$ cat src/rtl/noc_serial_receiver_fifo_if.sv
`ifndef FLIT_DATA_WIDTH
`define FLIT_DATA_WIDTH 8
`endif
// NoC flit link: flit = {kind[1:0], data}; the sender drives flit/enable, the receiver answers with ack/rej.
interface node_port;
  logic [`FLIT_DATA_WIDTH+1:0] flit;
  logic                        enable;
  logic                        ack;
  logic                        rej;

  modport master (output flit, enable, input ack, rej);
  modport slave  (input flit, enable, output ack, rej);
  modport up     (output flit, enable, input ack, rej);
  modport down   (input flit, enable, output ack, rej);
endinterface

$ cat src/rtl/noc_serial_receiver_fifo.sv
`ifndef FLIT_DATA_WIDTH
`define FLIT_DATA_WIDTH 8
`endif
// Reassembles HEADER/DATA/TAIL flits into packets and queues up to DEPTH of them; commit shows on out_valid one cycle later.
// A HEADER is rejected while the queue is full; a flit is consumed only when enable && ack.
module noc_serial_receiver_fifo #(
  parameter int PACKET_BITS  = 16,
  parameter int PADDING_BITS = 0,
  parameter int DEPTH        = 2
) (
  input  logic                                  clk,
  input  logic                                  rst,
  input  logic                                  flush,
  node_port.down                                down,
  output logic                                  out_valid,
  input  logic                                  out_ready,
  output logic [PACKET_BITS-1:0]                out_packet,
  output logic [(PADDING_BITS>0 ? PADDING_BITS : 1)-1:0] out_padding,
  output logic [$clog2((PACKET_BITS+`FLIT_DATA_WIDTH-1)/`FLIT_DATA_WIDTH+1)-1:0] out_nflits,
  output logic [$clog2(DEPTH+1)-1:0]            occupancy,
  output logic                                  err_stray
);
  localparam int FW      = `FLIT_DATA_WIDTH;
  localparam int N_FLITS = (PACKET_BITS + FW - 1) / FW;
  localparam int CW      = $clog2(N_FLITS + 1);
  localparam int PW      = (PADDING_BITS > 0) ? PADDING_BITS : 1;
  localparam int OW      = $clog2(DEPTH + 1);
  localparam int AW      = (DEPTH > 1) ? $clog2(DEPTH) : 1;
  localparam int BW      = N_FLITS * FW;

  localparam logic [1:0] K_HEADER = 2'd1;
  localparam logic [1:0] K_DATA   = 2'd2;
  localparam logic [1:0] K_TAIL   = 2'd3;

  localparam logic [0:0] S_IDLE = 1'b0;
  localparam logic [0:0] S_RECV = 1'b1;

  logic [0:0]             state;
  logic [CW-1:0]          cnt;
  logic [BW-1:0]          asm_buf;
  logic [BW-1:0]          next_buf;
  logic [PW-1:0]          pad_q;
  logic [PW-1:0]          hdr_free;
  logic [FW+PW-1:0]       free_ext;
  logic [AW-1:0]          wr_ptr;
  logic [AW-1:0]          rd_ptr;
  logic [OW-1:0]          occ;

  logic [PACKET_BITS-1:0] mem_pkt [DEPTH];
  logic [PW-1:0]          mem_pad [DEPTH];
  logic [CW-1:0]          mem_nf  [DEPTH];

  logic [1:0]             kind;
  logic [FW-1:0]          data;
  logic                   is_hdr, is_dat, is_tail;
  logic                   full, take, hdr_accept, stored, commit, pop;
  logic                   unused_sink;

  assign kind    = down.flit[FW+1:FW];
  assign data    = down.flit[FW-1:0];
  assign is_hdr  = (kind == K_HEADER);
  assign is_tail = (kind == K_TAIL);
  assign is_dat  = (kind == K_DATA) || is_tail;
  assign full    = (occ == OW'(DEPTH));

  // Flush and reset cycles neither accept nor reject, so the sender simply retries.
  always_comb begin
    down.ack = 1'b0;
    down.rej = 1'b0;
    if (!rst && !flush) begin
      if (state == S_IDLE && is_hdr && full) down.rej = 1'b1;
      else                                   down.ack = 1'b1;
    end
  end

  assign take       = down.enable && down.ack;
  assign hdr_accept = take && (state == S_IDLE) && is_hdr;
  assign stored     = take && (state == S_RECV) && is_dat;
  assign commit     = stored && (is_tail || cnt == CW'(N_FLITS - 1));
  assign err_stray  = take && (state == S_IDLE) && is_dat;
  assign pop        = out_valid && out_ready;

  assign free_ext = {{PW{1'b0}}, data};
  assign hdr_free = (PADDING_BITS > 0) ? free_ext[PW-1:0] : '0;

  always_comb begin
    next_buf = asm_buf;
    for (int i = 0; i < N_FLITS; i++)
      if (cnt == CW'(i)) next_buf[i*FW +: FW] = data;
  end

  assign unused_sink = ^{free_ext, next_buf};

  function automatic logic [AW-1:0] ptr_inc(input logic [AW-1:0] p);
    return (p == AW'(DEPTH - 1)) ? '0 : p + 1'b1;
  endfunction

  always_ff @(posedge clk) begin
    if (rst) begin
      state   <= S_IDLE;
      cnt     <= '0;
      asm_buf <= '0;
      pad_q   <= '0;
      wr_ptr  <= '0;
      rd_ptr  <= '0;
      occ     <= '0;
      for (int i = 0; i < DEPTH; i++) begin
        mem_pkt[i] <= '0;
        mem_pad[i] <= '0;
        mem_nf[i]  <= '0;
      end
    end else if (flush) begin
      state  <= S_IDLE;
      cnt    <= '0;
      wr_ptr <= '0;
      rd_ptr <= '0;
      occ    <= '0;
    end else begin
      if (hdr_accept) begin
        state   <= S_RECV;
        cnt     <= '0;
        asm_buf <= '0;
        pad_q   <= hdr_free;
      end
      if (stored) begin
        asm_buf <= next_buf;
        cnt     <= cnt + 1'b1;
      end
      // A header is only taken with a free slot, so a commit always has room.
      if (commit) begin
        state           <= S_IDLE;
        mem_pkt[wr_ptr] <= next_buf[PACKET_BITS-1:0];
        mem_pad[wr_ptr] <= pad_q;
        mem_nf[wr_ptr]  <= cnt + 1'b1;
        wr_ptr          <= ptr_inc(wr_ptr);
      end
      if (pop) rd_ptr <= ptr_inc(rd_ptr);
      if (commit && !pop)      occ <= occ + 1'b1;
      else if (!commit && pop) occ <= occ - 1'b1;
    end
  end

  assign out_valid   = (occ != '0);
  assign out_packet  = mem_pkt[rd_ptr];
  assign out_padding = mem_pad[rd_ptr];
  assign out_nflits  = mem_nf[rd_ptr];
  assign occupancy   = occ;

endmodule

$ cat src/flat_wrapper.sv
// flat-port wrapper written by rule: the top's interface ports become plain ports
module noc_serial_receiver_fifo_flat 
#(
  parameter int PACKET_BITS  = 16,
  parameter int PADDING_BITS = 0,
  parameter int DEPTH        = 2
)
  (clk, rst, flush, out_valid, out_ready, out_packet, out_padding, out_nflits, occupancy, err_stray, down_flit, down_enable, down_ack, down_rej);
  node_port down_i ();
  input  logic clk;
  input  logic rst;
  input  logic flush;
  output logic out_valid;
  input  logic out_ready;
  output logic [PACKET_BITS-1:0] out_packet;
  output logic [(PADDING_BITS>0 ? PADDING_BITS : 1)-1:0] out_padding;
  output logic [$clog2((PACKET_BITS+`FLIT_DATA_WIDTH-1)/`FLIT_DATA_WIDTH+1)-1:0] out_nflits;
  output logic [$clog2(DEPTH+1)-1:0] occupancy;
  output logic err_stray;
  input wire logic [$bits(down_i.flit)-1:0] down_flit;
  input wire logic [$bits(down_i.enable)-1:0] down_enable;
  output wire logic [$bits(down_i.ack)-1:0] down_ack;
  output wire logic [$bits(down_i.rej)-1:0] down_rej;
  assign down_i.flit = down_flit;
  assign down_i.enable = down_enable;
  assign down_ack = down_i.ack;
  assign down_rej = down_i.rej;
  noc_serial_receiver_fifo #(.PACKET_BITS(PACKET_BITS), .PADDING_BITS(PADDING_BITS), .DEPTH(DEPTH)) u_core (.clk(clk), .rst(rst), .flush(flush), .down(down_i), .out_valid(out_valid), .out_ready(out_ready), .out_packet(out_packet), .out_padding(out_padding), .out_nflits(out_nflits), .occupancy(occupancy), .err_stray(err_stray));
endmodule
$ cat config.mk
export PLATFORM = sky130hd
export DESIGN_NAME = noc_serial_receiver_fifo_flat
export DESIGN_NICKNAME = d
export VERILOG_FILES = /design/src/rtl/noc_serial_receiver_fifo_if.sv /design/src/rtl/noc_serial_receiver_fifo.sv /design/src/flat_wrapper.sv
export SDC_FILE = /design/constraint.sdc
export NUM_CORES = 1
export LEC_CHECK = 0
export ABC_AREA = 1
export BUFFER_PORTS_ARGS = -buffer_cell sky130_fd_sc_hd__clkbuf_2
export CORE_ASPECT_RATIO = 0.7
export CORE_UTILIZATION = 55
export CTS_CLUSTER_DIAMETER = 120
export DETAILED_ROUTE_END_ITERATION = 7
export PLACE_DENSITY_LB_ADDON = 0.2
export SKIP_CTS_REPAIR_TIMING = 1
export SLEW_MARGIN = 0
export SYNTH_ARGS = -nofsm -noshare
export SYNTH_HDL_FRONTEND = slang
export SYNTH_SLANG_ARGS = --single-unit
$ cat constraint.sdc
create_clock -name clk -period 2.7 [get_ports clk]
set_input_delay 0.54 -clock clk [delete_from_list [all_inputs] [get_ports clk]]
set_output_delay 0.54 -clock clk [all_outputs]
set_load 0.01 [all_outputs]
* Word-level counts from Yosys, hierarchy flattened
Memories as Yosys holds them, arrays and structs flattened. A register that Yosys moved wholly into a read port is not among the register bits.
Cells that the tools add are included.
** Cells by class
- Add/sub/neg operators :: 5
- $mul :: 0
- Divide/modulo/power cells :: 0
- $lt $le $gt $ge :: 0
- Equality and inequality tests :: 5
- Shifts and indexed selects :: 0
- Mux-type cells :: 30
- Bitwise operators :: 2
- Reduce and logical (&&, ||, !) cells :: 28
** Operators by type and width (count)
- 16-bit two-way mux :: 3
- 1-bit two-way mux :: 20
- 8-bit two-way mux :: 2
- 16-bit OR reduction :: 1
- 1-bit logical AND :: 13
- 2-bit two-way mux :: 5
- 2-bit == test (second input constant) :: 3
- 2-bit nonzero test :: 3
- 2-bit by 1-bit adder with 2-bit output (second input constant) :: 2
- 2-bit by 1-bit == test with 1-bit output (second input constant) :: 2
- 1-bit zero test :: 4
- 2-bit OR reduction :: 2
- 3-bit OR reduction :: 1
- 1-bit adder (second input constant) :: 2
- 2-bit zero test :: 1
- 1-bit logical OR :: 2
- 1-bit NOT :: 2
- 2-bit AND reduction :: 1
- 2-bit by 1-bit subtractor with 2-bit output (second input constant) :: 1
** Word-level totals
- Bits in registers :: 23
- Bits in latches :: 0
- RAM bits :: 36
- Memory bits (read-only) :: 0
- Input port bits :: 15
- Output and inout bits :: 25
- Word-level logic and storage cells :: 78
- Memories :: 2
** Memory list
- u_core.mem_pkt :: words 2, width 16, read ports 1, clocked after memory_dff 1, write ports 2, line noc_serial_receiver_fifo.sv:49 : logic [PACKET_BITS-1:0] mem_pkt [DEPTH];
- u_core.mem_nf :: words 2, width 2, read ports 1, clocked after memory_dff 1, write ports 2, line noc_serial_receiver_fifo.sv:51 : logic [CW-1:0] mem_nf [DEPTH];

* Longest topological paths before layout
- Depth after elaboration :: 15
- Gate-level depth with buffers :: 11
- Mapped depth without buffers :: 11

* Worst setup path after synthesis
OpenSTA, ideal clock, no wires.
- Path kind :: input -> register
- Start :: input port rst
- End :: memory u_core.mem_nf[1][0] (netlist name), enable pin
- Setup time :: 0.375 ns
- Data arrival time :: 1.966 ns
- Required time :: 2.325 ns
- Slack :: 0.360 ns
- Stages :: 8
- Path buffers :: 2
- Cells stage by stage :: buf_6 > or2_4 > nor2_8 > nand3b_4 > nor2_4 > nand2_4 > buf_6 > nand2_1
** RTL lines
- start, declared :: line flat_wrapper.sv:11 : input logic rst;
- end, declared :: line noc_serial_receiver_fifo.sv:51

==> flow_summary.ini <==
[synth]
netlist_area_um2 = 2700
synth.distinct_cells = 27
synth_top_cells_by_area = sky130_fd_sc_hd__edfxtp_1 (40%), sky130_fd_sc_hd__dfxtp_1 (18%), sky130_fd_sc_hd__mux2_2 (7.5%)
synth_fp_nets = 288
ys_seq_elements = 60
post_synth_inst_count = 270
count_of_warnings_emitted_by_yosys = 0
synthDominantCellAreaShare_pct = 40.0
seq_area_frac_synth_pct = 57.8
synthesis.area_per_instance_um2 = 10.0
yosysTopAreaCell = sky130_fd_sc_hd__edfxtp_1

[run_status]
outcome = complete, no violations

[worst_setup_path]
worst_r2r_startpoint = u_core.occupancy[0]
worstRegToRegCells = 11
timing.reg2reg.setup_slack_ns = 0.76
timing.critical_path.slowest_cell_delay_ns = 0.53
timing.critical_path.cells = buf_4, mux2_2, clkbuf_2
endpoint_type_of_the_worst_setup_path = primary output
critPathLaunchType = register
required_ns = 2.16
critical-path-slowest-cell = sky130_fd_sc_hd__dfxtp_1
timing.critical_path.to = out_packet[4]
crit_path_max_fanout = 10
worstSetupPathType = register to primary output
regToRegEndpoint = u_core.occupancy[1]
cp_data_arrival_time_ns = 1.62

[die]
core_area_um2 = 4530
die_width_um = 85.8
die_y_um = 60.6
dieArea_um2 = 5200
initial_utilization_pct = 59.6
placement_rows = 20
pin_count = 40

[cts]
numCtsBuffers = 9
clk_pin_slew_ns = 0.06
cts_root_buf = sky130_fd_sc_hd__clkbuf_8
clock_tree_from_tritoncts = built
clock_latency_ns = 0.34
number_of_sinks_driven_by_the_clock_tree = 60
htree_num_levels = 3
max-clock-path-buffers = 2

[sta]
fin_crit_sh_pct = 80.0
finalSetupViolCount = 0
hold_viol = 0
final.setup_skew_ns = 0.00794
final.min_clock_period_ns = 2.16
timing.setup.tns_ns = 0
tightest_slew_ns = 0.634
slew_violations = 0
max_freq_ghz = 0.463
max-slew-margin-rel_pct = 57.3
setup_repair_after_global_routing_missed_its_margin = false

[layout]
antennaDiodeCount = 0
layout_commonest_cell = sky130_fd_sc_hd__nand2_1
drive_above_1_share_pct = 26.4
num-nets-final = 331
final_area_um2 = 3140
mostFrequentLayoutCells = sky130_fd_sc_hd__nand2_1 (43), sky130_fd_sc_hd__nor2_1 (39), sky130_fd_sc_hd__clkbuf_2 (38)
synthToLayoutAreaGrowth_pct = 16.3

[placement]
dp_hpwl_um = 3600
port_buffers = 38
place_congestion = 0.754
dpl_cell_area_um2 = 2930

[global_routing]
number_of_antenna_violations_at_the_first_check_in_global_routing = 0
total_global_route_track_usage_pct = 22.7
global_route.overflow_total = 0
vias_in_the_first_global_route = 1686
maximum_number_of_pins_on_one_net_before_global_route_repair = 22
grt_pass1_wl_um = 8270

[detailed_routing]
avgViaCountPerCell = 5.12
wire_per_inst_um = 13.6
remaining_routing_drc_violations = 0
drt_first_iter_violations = 166
wl_um = 5240
route.antenna.remaining_nets = 0
detailedRoute.firstPassIterationCount = 5
vias = 1966

[pwr]
ir_drop_mv = 0.442
power_density_nw_per_um2 = 616
power.static_leakage_nw = 1.35

[run]
cap_viol_max_count = 0

[hold_path]
hp-class = register to register
## Yosys cell counts (all sizes together)
| cell type | n |
|---|---|
| o22ai | 9 |
| a21oi | 15 |
| nand2 | 46 |
| nand4 | 1 |
| inv | 28 |
| clkinv | 1 |
| dfxtp | 24 |
| or2 | 1 |
| nand3b | 1 |
| mux2 | 18 |
| conb | 1 |
| edfxtp | 36 |
| nand3 | 10 |
| buf | 9 |
| clkbuf | 3 |
| o21ai | 21 |
| ha | 3 |
| nor3 | 1 |
| nor2 | 42 |
## layer usage
metal  up-vias  share of wire, %  global-route usage [%]
li1        990                 -                       -
met1       907                48                    32.9
met2        65                43                    31.1
met3         4               8.6                    7.89
met4         0              0.59                    9.76
met5         -                 0                       0
## cells by family (layout without fill, tap and decap cells)
group           Yosys count  count (layout)  share of synthesized area (%)
compound gates           45              45                           8.75
fa+ha+maj                 3               3                           1.39
buf+inv                  41              89                           7.18
flops                    60              60                           57.8
mux                      18              18                           7.50
other cells               1               1                          0.139
simple gates            102             102                           17.2
## through the flow
step	util, %	total power [mW]	hold slack, ns	setup slack, ns	cells
2_1_floorplan	-	1.06	0.447	0.360	270
3_3_place_gp	64.8	1.09	0.461	0.452	368
3_5_place_dp	64.8	1.10	0.469	0.412	368
4_1_cts	69.4	1.95	0.480	0.482	384
5_1_grt	69.4	2.00	0.500	0.436	384
6_report	69.4	1.94	0.476	0.539	384
## how the worst min path moves through the flow
stage	end	depth (start not counted)	start	slack [ns]
after floorplan	register	2	u_core.rd_ptr	0.45
after global placement	u_core.rd_ptr	2	u_core.rd_ptr	0.46
after detailed placement	register	2	u_core.rd_ptr	0.47
after CTS	u_core.asm_buf[3]	2	u_core.asm_buf[3]	0.48
after global routing	u_core.asm_buf[2]	2	u_core.asm_buf[2]	0.50
final	u_core.asm_buf[3]	2	u_core.asm_buf[3]	0.48
## flip-flops by register name, summed over array words and instances, names as in the netlist, named ones only
name and flops:
u_core.state 1, u_core.occupancy 2, u_core.mem_pkt 32, u_core.rd_ptr 1
u_core.wr_ptr 1, u_core.cnt 2, u_core.asm_buf 16, u_core.mem_nf 4
## final cells by class
class	instances	area, µm²
timing repair buffer	44	235
tap	66	82.6
clock inverter	5	77.6
multi-input combinational	169	946
clock buffer	11	131
fill	341	1390
sequential	60	1560
inverter	29	109
## critical path, delay by kind of cell, from the launching register on
kind                   cells  cell delay (ns)
multiplexers               1             0.36
flip-flops                 1             0.53
buffers and inverters      2             0.39
## report_power, final
| part | switching (mW) | internal [mW] | total (mW) | leakage, nW |
|---|---|---|---|---|
| clock network | 0.343 | 0.517 | 0.860 | 0.105 |
| logic | 0.0543 | 0.0318 | 0.0862 | 0.681 |
| registers | 0.00457 | 0.985 | 0.990 | 0.565 |
| total | 0.402 | 1.53 | 1.94 | 1.35 |
No activity file was read; power rests on OpenSTA's default activity.
